## src/rtl/ps2_pitch_encoder_if.sv

```systemverilog
// PS/2 line and pitch-code bundle for ps2_pitch_encoder.
// master: keyboard/stimulus side driving the PS/2 lines and observing the code.
// slave:  encoder side consuming the PS/2 lines and producing the code.
interface ps2_pitch_encoder_if;
  logic       ps2_clk;
  logic       ps2_data;
  logic [7:0] pitch;
  logic       pitch_valid;
  logic       frame_err;

  modport master (
    output ps2_clk,
    output ps2_data,
    input  pitch,
    input  pitch_valid,
    input  frame_err
  );

  modport slave (
    input  ps2_clk,
    input  ps2_data,
    output pitch,
    output pitch_valid,
    output frame_err
  );
endinterface

```

## src/rtl/ps2_pitch_encoder.sv

```systemverilog
// ps2_pitch_encoder: PS/2 frame receiver plus make/break decoder that maps
// eight piano keys to an 8-bit pitch code (8'h00 = no key held).
// Optional build macro PS2_PARITY_CHECK_EN: reject frames whose odd parity
// fails (frame_err pulse); otherwise the parity bit is ignored.
module ps2_pitch_encoder #(
  parameter int unsigned TIMEOUT_CYCLES = 50000
) (
  input logic                 clk,
  input logic                 clrn,
  ps2_pitch_encoder_if.slave  bus
);

  localparam int unsigned TW = $clog2(TIMEOUT_CYCLES + 1);
  localparam logic [TW-1:0] TMAX = TW'(TIMEOUT_CYCLES);

  typedef enum logic {IDLE, BREAK} state_t;

  logic [1:0]    clk_sync;
  logic [1:0]    data_sync;
  logic          clk_prev;
  logic          fall;
  logic          data_bit;

  logic [3:0]    bit_cnt;
  logic [8:0]    shreg;
  logic [TW-1:0] tcnt;
  logic          frame_err_q;

  logic [7:0]    key;
  logic          odd_parity;
  logic          parity_ok;
  logic          frame_bad;
  logic          byte_ok;

  state_t        state_q, state_d;
  logic [7:0]    pitch_q, pitch_d;
  logic          pitch_valid_q;
  logic [7:0]    code;

  function automatic logic [7:0] map_key(input logic [7:0] b);
    logic [7:0] r;
    case (b)
      8'h1C:   r = 8'hC5;
      8'h1B:   r = 8'hD5;
      8'h23:   r = 8'hE5;
      8'h2B:   r = 8'hF5;
      8'h34:   r = 8'h05;
      8'h33:   r = 8'hA5;
      8'h3B:   r = 8'hB5;
      8'h42:   r = 8'hC6;
      default: r = 8'h00;
    endcase
    return r;
  endfunction

  // Two-flop synchronisers plus a history flop for falling-edge detection
  always_ff @(posedge clk) begin
    if (!clrn) begin
      clk_sync  <= '1;
      data_sync <= '1;
      clk_prev  <= 1'b1;
    end else begin
      clk_sync  <= {clk_sync[0], bus.ps2_clk};
      data_sync <= {data_sync[0], bus.ps2_data};
      clk_prev  <= clk_sync[1];
    end
  end

  assign fall     = clk_prev & ~clk_sync[1];
  assign data_bit = data_sync[1];

  // Start and stop bits are judged as they arrive, so only data and parity
  // are retained; after bit 9 shreg[7:0] is the byte and shreg[8] the parity.
  assign key        = shreg[7:0];
  assign odd_parity = ^shreg;

  // Frame validity for the current detect cycle
  always_comb begin
`ifdef PS2_PARITY_CHECK_EN
    parity_ok = odd_parity;
`else
    parity_ok = odd_parity | 1'b1;
`endif
    frame_bad = fall && (((bit_cnt == 4'd0) && data_bit) ||
                         ((bit_cnt == 4'd10) && (!data_bit || !parity_ok)));
    byte_ok   = fall && (bit_cnt == 4'd10) && data_bit && parity_ok;
  end

  // Bit counter, shift register, idle timeout and frame_err pulse
  always_ff @(posedge clk) begin
    if (!clrn) begin
      bit_cnt     <= '0;
      shreg       <= '0;
      tcnt        <= '0;
      frame_err_q <= 1'b0;
    end else begin
      frame_err_q <= frame_bad;
      if (fall) begin
        tcnt <= '0;
        if (bit_cnt != 4'd0 && bit_cnt != 4'd10) shreg <= {data_bit, shreg[8:1]};
        if (frame_bad || bit_cnt == 4'd10) bit_cnt <= '0;
        else                               bit_cnt <= bit_cnt + 4'd1;
      end else begin
        if (tcnt != TMAX) tcnt <= tcnt + TW'(1);
        if (bit_cnt != 4'd0 && tcnt == TMAX) bit_cnt <= '0;
      end
    end
  end

  // Decoder next-state and next-pitch on each accepted byte
  always_comb begin
    state_d = state_q;
    pitch_d = pitch_q;
    code    = map_key(key);
    if (byte_ok) begin
      case (state_q)
        IDLE: begin
          if (key == 8'hF0)      state_d = BREAK;
          else if (code != '0)   pitch_d = code;
        end
        BREAK: begin
          state_d = IDLE;
          if (code != '0 && code == pitch_q) pitch_d = '0;
        end
        default: state_d = IDLE;
      endcase
    end
  end

  // Decoder state, pitch register and change pulse
  always_ff @(posedge clk) begin
    if (!clrn) begin
      state_q       <= IDLE;
      pitch_q       <= '0;
      pitch_valid_q <= 1'b0;
    end else begin
      state_q       <= state_d;
      pitch_q       <= pitch_d;
      pitch_valid_q <= (pitch_d != pitch_q);
    end
  end

  assign bus.pitch       = pitch_q;
  assign bus.pitch_valid = pitch_valid_q;
  assign bus.frame_err   = frame_err_q;

endmodule

```

## src/flat_wrapper.sv

```systemverilog
// flat-port wrapper written by rule: the top's interface ports become plain ports
module ps2_pitch_encoder_flat 
#(
  parameter int unsigned TIMEOUT_CYCLES = 50000
)
  (clk, clrn, bus_ps2_clk, bus_ps2_data, bus_pitch, bus_pitch_valid, bus_frame_err);
  ps2_pitch_encoder_if bus_i ();
  input logic clk;
  input logic clrn;
  input wire logic [$bits(bus_i.ps2_clk)-1:0] bus_ps2_clk;
  input wire logic [$bits(bus_i.ps2_data)-1:0] bus_ps2_data;
  output wire logic [$bits(bus_i.pitch)-1:0] bus_pitch;
  output wire logic [$bits(bus_i.pitch_valid)-1:0] bus_pitch_valid;
  output wire logic [$bits(bus_i.frame_err)-1:0] bus_frame_err;
  assign bus_i.ps2_clk = bus_ps2_clk;
  assign bus_i.ps2_data = bus_ps2_data;
  assign bus_pitch = bus_i.pitch;
  assign bus_pitch_valid = bus_i.pitch_valid;
  assign bus_frame_err = bus_i.frame_err;
  ps2_pitch_encoder #(.TIMEOUT_CYCLES(TIMEOUT_CYCLES)) u_core (.clk(clk), .clrn(clrn), .bus(bus_i));
endmodule
```

## config.mk

```make
export PLATFORM = sky130hd
export DESIGN_NAME = ps2_pitch_encoder_flat
export DESIGN_NICKNAME = d
export VERILOG_FILES = /design/src/rtl/ps2_pitch_encoder_if.sv /design/src/rtl/ps2_pitch_encoder.sv /design/src/flat_wrapper.sv
export SDC_FILE = /design/constraint.sdc
export NUM_CORES = 1
export LEC_CHECK = 0
export CAP_MARGIN = 40
export CORE_MARGIN = 3
export CORE_UTILIZATION = 40
export CTS_CLUSTER_SIZE = 28
export DETAILED_ROUTE_END_ITERATION = 8
export PLACE_DENSITY = 0.61
export SETUP_SLACK_MARGIN = 0.15
export SLEW_MARGIN = 20
export SYNTH_ARGS = -nofsm -noshare
export SYNTH_HDL_FRONTEND = slang
export SYNTH_SLANG_ARGS = --single-unit
```

## constraint.sdc

```tcl
create_clock -name clk -period 3.1 [get_ports clk]
set_input_delay 0.775 -clock clk [delete_from_list [all_inputs] [get_ports clk]]
set_output_delay 0.775 -clock clk [all_outputs]
set_load 0.005 [all_outputs]
```

---- Word-level counts from Yosys, hierarchy flattened ----
Index checks and enable logic that the tools add are counted.
word-level totals
  bits in latches ......................... 0
  output and inout bits ................... 10
  bits in writable memories ............... 0
  input port bits ......................... 4
  memory bits (read-only) ................. 0
  bits in registers ....................... 45
  memories kept ........................... 0
cells by class
  bitwise gates (word level) .............. 4
  magnitude comparators ................... 0
  shift operators ......................... 0
  multiplexer cells ....................... 11
  divide/modulo/power cells ............... 0
  eq/ne operators ......................... 15
  reductions and logical operators ........ 17
  multipliers ............................. 0
  add/sub/neg operators ................... 2
operator list
  operator                                              count
  case mux 8 bit (8 select lines)                       1
  equality test 8 x 6 -> 1 bit (second input constant)  5
  two-way mux 8 bit                                     4
  adder 16 x 1 -> 16 bit (second input constant)        1
  equality test 16 bit (second input constant)          1
  equality test 8 x 5 -> 1 bit (second input constant)  2
  != test 16 bit (second input constant)                1
  case mux 8 bit (2 select lines)                       1
  two-way mux 4 bit                                     3
  equality test 8 x 7 -> 1 bit (second input constant)  1
  equality test 8 bit                                   1
  equality test 8 bit (second input constant)           1
  logical AND 1 bit                                     8
  != test 8 bit                                         1
  nonzero test 8 bit                                    1
  adder 4 x 1 -> 4 bit (second input constant)          1
  equality test 4 bit (second input constant)           1
  zero test 4 bit                                       1
  != test 4 bit (second input constant)                 1
  nonzero test 4 bit                                    1
  NOT 1 bit                                             3
  logical OR 1 bit                                      2
  case mux 1 bit (2 select lines)                       1
  AND reduction 2 bit                                   1
  other kinds (5)                                       5

---- Logic depth before layout (Yosys ltp) ----
Gate-level depths: netlist (run 1).
  depth after elaboration ................. 8
  depth in mapped cells ................... 9
  mapped depth without buffers ............ 9

---- Least setup slack after synthesis (run 1) ----
Ideal clock, no wire load.
  path type ............................... register -> register
  start point ............................. register u_core.shreg[2]
  end point ............................... register u_core.pitch_q[4] (netlist: u_core.bus.pitch[4])
  stages on the path, launching flop included .. 8
  setup time .............................. 0.117 ns
  path slack .............................. 0.696 ns
  buffers on the path ..................... 0
  required time ........................... 2.983 ns
  arrival ................................. 2.287 ns
  cells stage by stage .................... dfxtp_1 -> or3b_4 -> a2111oi_4 -> a211oi_4 -> xnor2_1 -> o41ai_2 -> a21oi_2 -> a22o_1
on the way
  cells in the longest elaborated chain, start to end .. 7
  elaborated cells between the ends (all ways) .. 18
RTL lines
  element                                                           line                                                RTL
  start: declaration                                                ps2_pitch_encoder.sv:25                             logic [8:0] shreg;
  start signal: assignment                                          ps2_pitch_encoder.sv:100                            if (bit_cnt != 4'd0 && bit_cnt != 4'd10) shreg <= {data_bit, shreg[8:1]};
  equality test 8 x 7 -> 1 bit, or another cell as far along        ps2_pitch_encoder.sv:42                             case (b)
  case mux 8 bit (8 select lines)                                   ps2_pitch_encoder.sv:42
  equality test 8 bit / nonzero test 8 bit (equally long branches)  ps2_pitch_encoder.sv:123, ps2_pitch_encoder.sv:119
  logical AND 1 bit / two-way mux 8 bit (equally long branches)     ps2_pitch_encoder.sv:123, ps2_pitch_encoder.sv:119
  two-way mux 8 bit, on equally long branches                       ps2_pitch_encoder.sv:123, ps2_pitch_encoder.sv:118
  case mux 8 bit (2 select lines) (*)                               ps2_pitch_encoder.sv:116                            case (state_q)
  two-way mux 8 bit (*)                                             ps2_pitch_encoder.sv:115                            if (byte_ok) begin
  end signal: assignment                                            ps2_pitch_encoder.sv:138                            pitch_q <= pitch_d;
  end: declaration                                                  ps2_pitch_encoder.sv:36                             logic [7:0] pitch_q, pitch_d;
Mark *: on every way between the ends. The rest lies on a longest branch, timed or not.
A chain may end at the register's enable or synchronous reset.

---- Worst setup path after layout (run 1) ----
Ends and elaborated chain as after synthesis.

==> impl_metrics.py, run 1 <==
metrics = {
    "final_layout": {
        "stdcell_count": 341,
        "post-route-util_pct": 48.1,
        "post-route-cell-area_um2": 2540,
        "num-nets-final": 279,
        "nFillCells": 517,
        "antennaDiodeCount": 0,
        "layout.cells.most_common": "dfxtp_1",
        "drive_above_1_share_pct": 8.49,
        "syn_to_final_growth_pct": 13.3,
        "layout.cells.most_common_list": "dfxtp_1, nor2_1, nand2_1, a21oi_1, clkdlybuf4s50_1",
    },
    "yosys": {
        "synth_cell_types": 52,
        "post_syn_instances": 255,
        "mappedNetlistArea_um2": 2240,
        "synth_nets": 264,
        "async_flop_share_pct": 0,
        "postSynthAreaPerCell_um2": 8.78,
        "seq_cells_post_synth": 45,
        "yosys_warnings": 0,
        "synth_flop_cell": "dfxtp_1",
        "synth-edff-count": 0,
        "ys_seq_area_share_pct": 40.2,
    },
    "clock_network": {
        "post_cts_hold_buffer_count": 0,
        "path_clk_slew_ps": 90,
        "clock_latency_ps": 300,
        "clk_path_buf_depth": 2,
        "cts_tree": "yes",
        "numClockSinks": 45,
        "ctsRootBufferMaster": "clkbuf_8",
        "post_cts_buffers": 0,
        "cts_made_buffers": 5,
        "cts_max_level": 2,
        "cts_repair_resize_count": 0,
    },
    "route": {
        "detail_route.iter0.violations": 130,
        "route.detailed.vias_per_inst": 5.24,
        "dr.pass1.iters": 4,
        "drc_viols": 0,
        "ant_nets": 0,
        "wl_um": 4300,
        "via_count": 1786,
        "avgRoutedWirePerCell_um": 12.6,
    },
    "power_and_ir_drop": {
        "pwr_density_cell_nw_per_um2": 391,
        "power.ir.vdd_worst_mv": 0.209,
        "total_leakage_power_nw": 0.904,
        "power_uw": 993,
    },
    "sta": {
        "holdWs_ps": 415,
        "tns_setup_ps": 0,
        "timing.final.hold_violations": 0,
        "tightestPinTransition_ps": 531,
        "clock.fmax_mhz": 384,
        "finalCriticalPeriod_ps": 2600,
        "worst_clock_skew_on_the_final_layout_ps": 10.2,
        "setup_viol": 0,
        "timing.final.crit_share_pct": 83.9,
        "fin_ws_ps": 499,
        "grt_setup_unrepaired": "false",
        "worst_slew_margin_rel_pct": 64.5,
        "drv_slew": 0,
    },
    "placement": {
        "buffer_ports.inserted": 13,
        "place.gp.congestion": 0.960,
        "post-place-cells": 333,
        "dp_hpwl_um": 3140,
        "placement.setup.worst_slack_ps": 522,
        "detailed_place.area_um2": 2450,
    },
    "min_path": {
        "hp-class": "flop to flop",
        "min_delay_path_depth": 1,
    },
    "job": {
        "maxCapViolations": 0,
    },
    "floorplan": {
        "fp.dieArea_um2": 6530,
        "die_w_um": 80.8,
        "core_um2": 5270,
        "design.portCount": 14,
        "core.rowCount": 26,
        "die_h_um": 80.8,
        "floorplan.initialDensity_pct": 42.5,
    },
    "worst_setup_path": {
        "worst_setup_path_class": "flop to flop",
        "cp.required_ps": 3300,
        "worstPathArrival_ps": 2800,
        "critPathMaxFanout": 7,
        "slowest_stage": "o41ai_2",
        "critical_path.endpoint_type": "flop",
        "cell_chain_of_the_critical_path": "or3b_4 -> a2111oi_4 -> a211oi_4 -> xnor2_1 -> o41ai_2 -> a21oi_2 -> a22o_1",
        "r2r_cells": 7,
        "start_kind": "flop",
        "cpPeakStageDelay_ps": 480,
    },
    "grt": {
        "antenna_found_initial": 0,
        "first_pass_grt_wire_length_um": 7740,
        "globalRouteOverflowTotal": 0,
        "grtUsageTotal_pct": 14.9,
        "first_global_vias": 1692,
        "maximum_number_of_pins_on_one_net_before_global_route_repair": 17,
    },
    "run_status": {
        "run_status": "finished, final reports clean",
    },
}
==> flip-flops by register name, indices dropped and copies added (netlist names) <==
name and count:
u_core.shreg 9, u_core.bus.pitch_valid 1, u_core.clk_prev 1, u_core.bus.pitch 8, u_core.data_sync 2, u_core.bus.frame_err 1, u_core.tcnt 16, u_core.bit_cnt 4
u_core.clk_sync 2, u_core.state_q 1
==> report_power, final <==
group / leakage, nW / total (mW) / switching [mW] / internal [mW]
clock network: 0.0445 / 0.368 / 0.208 / 0.160
logic: 0.496 / 0.0366 / 0.0217 / 0.0149
registers: 0.364 / 0.589 / 0.00473 / 0.584
==> cells in the mapped netlist (2+ instances only) <==
library cell / instances / area share (%)
dfxtp_1: 45 / 40
nor2_1: 37 / 6.2
nand2_1: 15 / 2.5
a21oi_1: 14 / 3.1
o21ai_0: 11 / 2.5
nand3_1: 10 / 2.2
xor2_1: 10 / 3.9
mux2i_1: 9 / 4.0
nand2b_1: 9 / 2.5
xnor2_1: 9 / 3.5
inv_1: 7 / 1.2
clkbuf_1: 6 / 1.0
ha_1: 5 / 2.8
or3_1: 5 / 1.4
and3_1: 4 / 1.1
nor2b_1: 4 / 1.1
nor3_1: 4 / 0.89
a22o_1: 3 / 1.2
and2_1: 3 / 0.84
nand3b_1: 3 / 1.0
nand4_1: 3 / 0.84
nor4_1: 3 / 0.84
nor4b_1: 3 / 1.2
a41oi_1: 2 / 0.78
buf_2: 2 / 0.45
nand4b_1: 2 / 0.78
o21a_1: 2 / 0.67
==> per-layer routing <==
layer / track usage, % / vias up / wire, um
li1: - / 925 / -
met1: 20.3 / 816 / 2160
met2: 23.0 / 38 / 1890
met3: 3.99 / 7 / 180
met4: 4.56 / 0 / 62
met5: 0 / - / 0
==> path summary, 6_finish.rpt <==
kind	from	endpoint	slack [ps]
max	u_core.shreg[2]	u_core.bus.pitch[4]	500
min	u_core.clk_sync[0]	u_core.clk_sync[1]	420
max reg2reg	u_core.shreg[2]	u_core.bus.pitch[4]	500
min reg2reg	u_core.clk_sync[0]	u_core.clk_sync[1]	420
==> critical path: cells and delay by family, from the launching register on <==
kind            cells  cell delay (ps)
compound gates      5             1460
simple gates        1              420
xor+xnor            1              170
flops               1              450
==> logic make-up after synthesis <==
group	count (synthesis)	share of synthesized area, %
compound gates	45	14.6
xor+xnor	19	7.43
fa+ha+maj	5	2.79
buf+inv	18	3.46
flops	45	40.2
mux	9	4.02
simple gates	114	27.5
==> final cells by class <==
cell class              instances  area (um2)  share of cell area (%)
well taps                      70        87.6                    3.45
flip-flops and latches         45         901                    35.5
multi-input cells             192        1260                    49.7
inverters                       8        30.0                    1.18
repair buffers                 18         168                    6.61
clock buffers                   5        68.8                    2.71
clock inverters                 3        21.3                   0.838
No activity file was read; power rests on OpenSTA's default activity.
==> run 2: changes to the inputs <==
- clock period: 3.1 -> 2.4 ns (I/O delays scaled with it)
==> impl_metrics.py, run 2 (synthesized netlist as in run 1, its figures left out) <==
metrics = {
    "sta": {
        "timing.final.hold_violations": 0,
        "timing.final.crit_share_pct": 96.3,
        "worst_slew_margin_rel_pct": 62.6,
        "fin_ws_ps": 88.3,
        "setup_viol": 0,
        "drv_slew": 0,
        "grt_setup_unrepaired": "true",
        "finalCriticalPeriod_ps": 2310,
        "tightestPinTransition_ps": 560,
        "clock.fmax_mhz": 433,
        "worst_clock_skew_on_the_final_layout_ps": 6.23,
    },
    "route": {
        "route.detailed.vias_per_inst": 5.25,
        "drc_viols": 0,
        "ant_nets": 0,
        "detail_route.iter0.violations": 123,
        "dr.pass1.iters": 4,
        "via_count": 1884,
        "wl_um": 4790,
        "avgRoutedWirePerCell_um": 13.3,
    },
    "floorplan": {
        "floorplan.initialDensity_pct": 42.5,
        "core_um2": 5270,
        "die_h_um": 80.8,
        "design.portCount": 14,
        "fp.dieArea_um2": 6530,
        "die_w_um": 80.8,
        "core.rowCount": 26,
    },
    "clock_network": {
        "clock_latency_ps": 290,
        "clk_path_buf_depth": 2,
        "numClockSinks": 45,
        "cts_made_buffers": 5,
        "ctsRootBufferMaster": "clkbuf_8",
        "cts_tree": "yes",
        "cts_max_level": 2,
        "path_clk_slew_ps": 90,
        "post_cts_hold_buffer_count": 0,
    },
    "final_layout": {
        "nFillCells": 513,
        "syn_to_final_growth_pct": 23.7,
        "sequential_cell_area_um2": 908,
        "post-route-util_pct": 52.6,
        "largest_register": "u_core.tcnt",
        "layout.cells.most_common_list": "dfxtp_1, nor2_1, buf_4, nand2_1, a21oi_1",
        "layout.cells.most_common": "dfxtp_1",
        "antennaDiodeCount": 0,
        "num-nets-final": 297,
        "drive_above_1_share_pct": 17.3,
        "largest_register_ffs": 16,
        "multi_input_area_um2": 1320,
    },
    "worst_setup_path": {
        "rr_startpoint": "u_core.shreg[2]",
        "start_kind": "flop",
        "worst_setup_path_class": "flop to flop",
        "cell_chain_of_the_critical_path": "or3b_4 -> a2111oi_4 -> nor3_2 -> xnor2_2 -> o41ai_2 -> buf_4 -> a21oi_4 -> a22o_1",
        "cp.required_ps": 2580,
        "r2r_cells": 8,
        "critPathMaxFanout": 6,
        "rr_endpoint": "u_core.bus.pitch[6]",
        "worstPathArrival_ps": 2490,
        "reg2reg_slack_ps": 90,
        "slowest_stage": "dfxtp_4",
        "critPathBufInv": 1,
        "critical_path.endpoint_type": "flop",
        "critPathTopFamily": "compound AO/OA/AOI/OAI gates",
        "cpPeakStageDelay_ps": 390,
    },
    "power_and_ir_drop": {
        "total_leakage_power_nw": 1.04,
        "pwr_density_cell_nw_per_um2": 504,
        "power.ir.vdd_worst_mv": 0.363,
    },
    "grt": {
        "globalRouteOverflowTotal": 0,
        "first_global_vias": 1775,
        "antenna_found_initial": 0,
        "grtUsageTotal_pct": 15.5,
        "maximum_number_of_pins_on_one_net_before_global_route_repair": 17,
        "first_pass_grt_wire_length_um": 8120,
    },
    "min_path": {
        "min_to": "u_core.data_sync[1]",
        "min_delay_path_depth": 1,
        "hp-class": "flop to flop",
        "min_from": "u_core.data_sync[0]",
    },
    "run_status": {
        "run_status": "finished, final reports clean",
    },
    "placement": {
        "dp_hpwl_um": 3340,
        "buffer_ports.inserted": 13,
        "place.gp.congestion": 0.888,
        "placement.setup.worst_slack_ps": 99.5,
    },
    "job": {
        "maxCapViolations": 0,
    },
}
## run 2: per-layer routing
layer	up-vias	part of all wire (%)	routed length, um	track usage [%]
met5	-	0	0	0
met4	0	0.75	36	4.73
met3	4	4.5	214	3.55
met2	53	48	2290	25.8
met1	869	47	2240	20.0
li1	958	-	-	-
## run 2: repair_timing
item / CTS / global route
pin swaps: 0 / 3
setup buffers: 4 / 2
setup endpoints to repair: 6 / 8
resized for setup: 5 / 8
## run 2: worst max path at each step
stage,start,endpoint,cells after the start
after floorplan,u_core.shreg[2],u_core.bus.pitch[4],7
after global placement,u_core.shreg[2],u_core.bus.pitch[4],9
after detailed placement,u_core.shreg[2],u_core.bus.pitch[6],9
after CTS,u_core.shreg[0],u_core.bus.pitch[6],8
after global routing,u_core.shreg[2],u_core.bus.pitch[6],8
final,u_core.shreg[2],u_core.bus.pitch[6],8
## run 2: final cells by class
type	count	share of cell area (%)
flip-flops and latches	45	32.8
inverters	8	1.08
clock buffers	6	2.98
clock inverters	2	1.36
multi-input cells	192	47.7
repair buffers	36	10.9
well taps	70	3.16
## run 2: where the power goes
part	total [mW]	leakage [nW]	internal, mW	switching [mW]
clock	0.590	0.0574	0.339	0.251
sequential	0.758	0.366	0.752	0.00581
combinational	0.0485	0.620	0.0197	0.0288
total	1.40	1.04	1.11	0.286
## run 2: worst register-to-register path: cells and delay by family, from the launching register on
| family | cells | cell delay [ps] |
|---|---|---|
| buf+inv | 1 | 180 |
| compound gates | 4 | 970 |
| flops | 1 | 390 |
| xor+xnor | 1 | 170 |
| simple gates | 2 | 500 |
## run 2: through the flow
stage	setup TNS, ps	cell area, um2	total power, mW	cells	hold WS, ps
after global routing	-75.7	2770	1.46	359	446
after detailed placement	0	2540	0.826	345	392
after global placement	0	2540	0.826	345	390
final	0	2770	1.40	359	411
after CTS	0	2710	1.42	357	414
after floorplan	0	2240	0.807	255	386
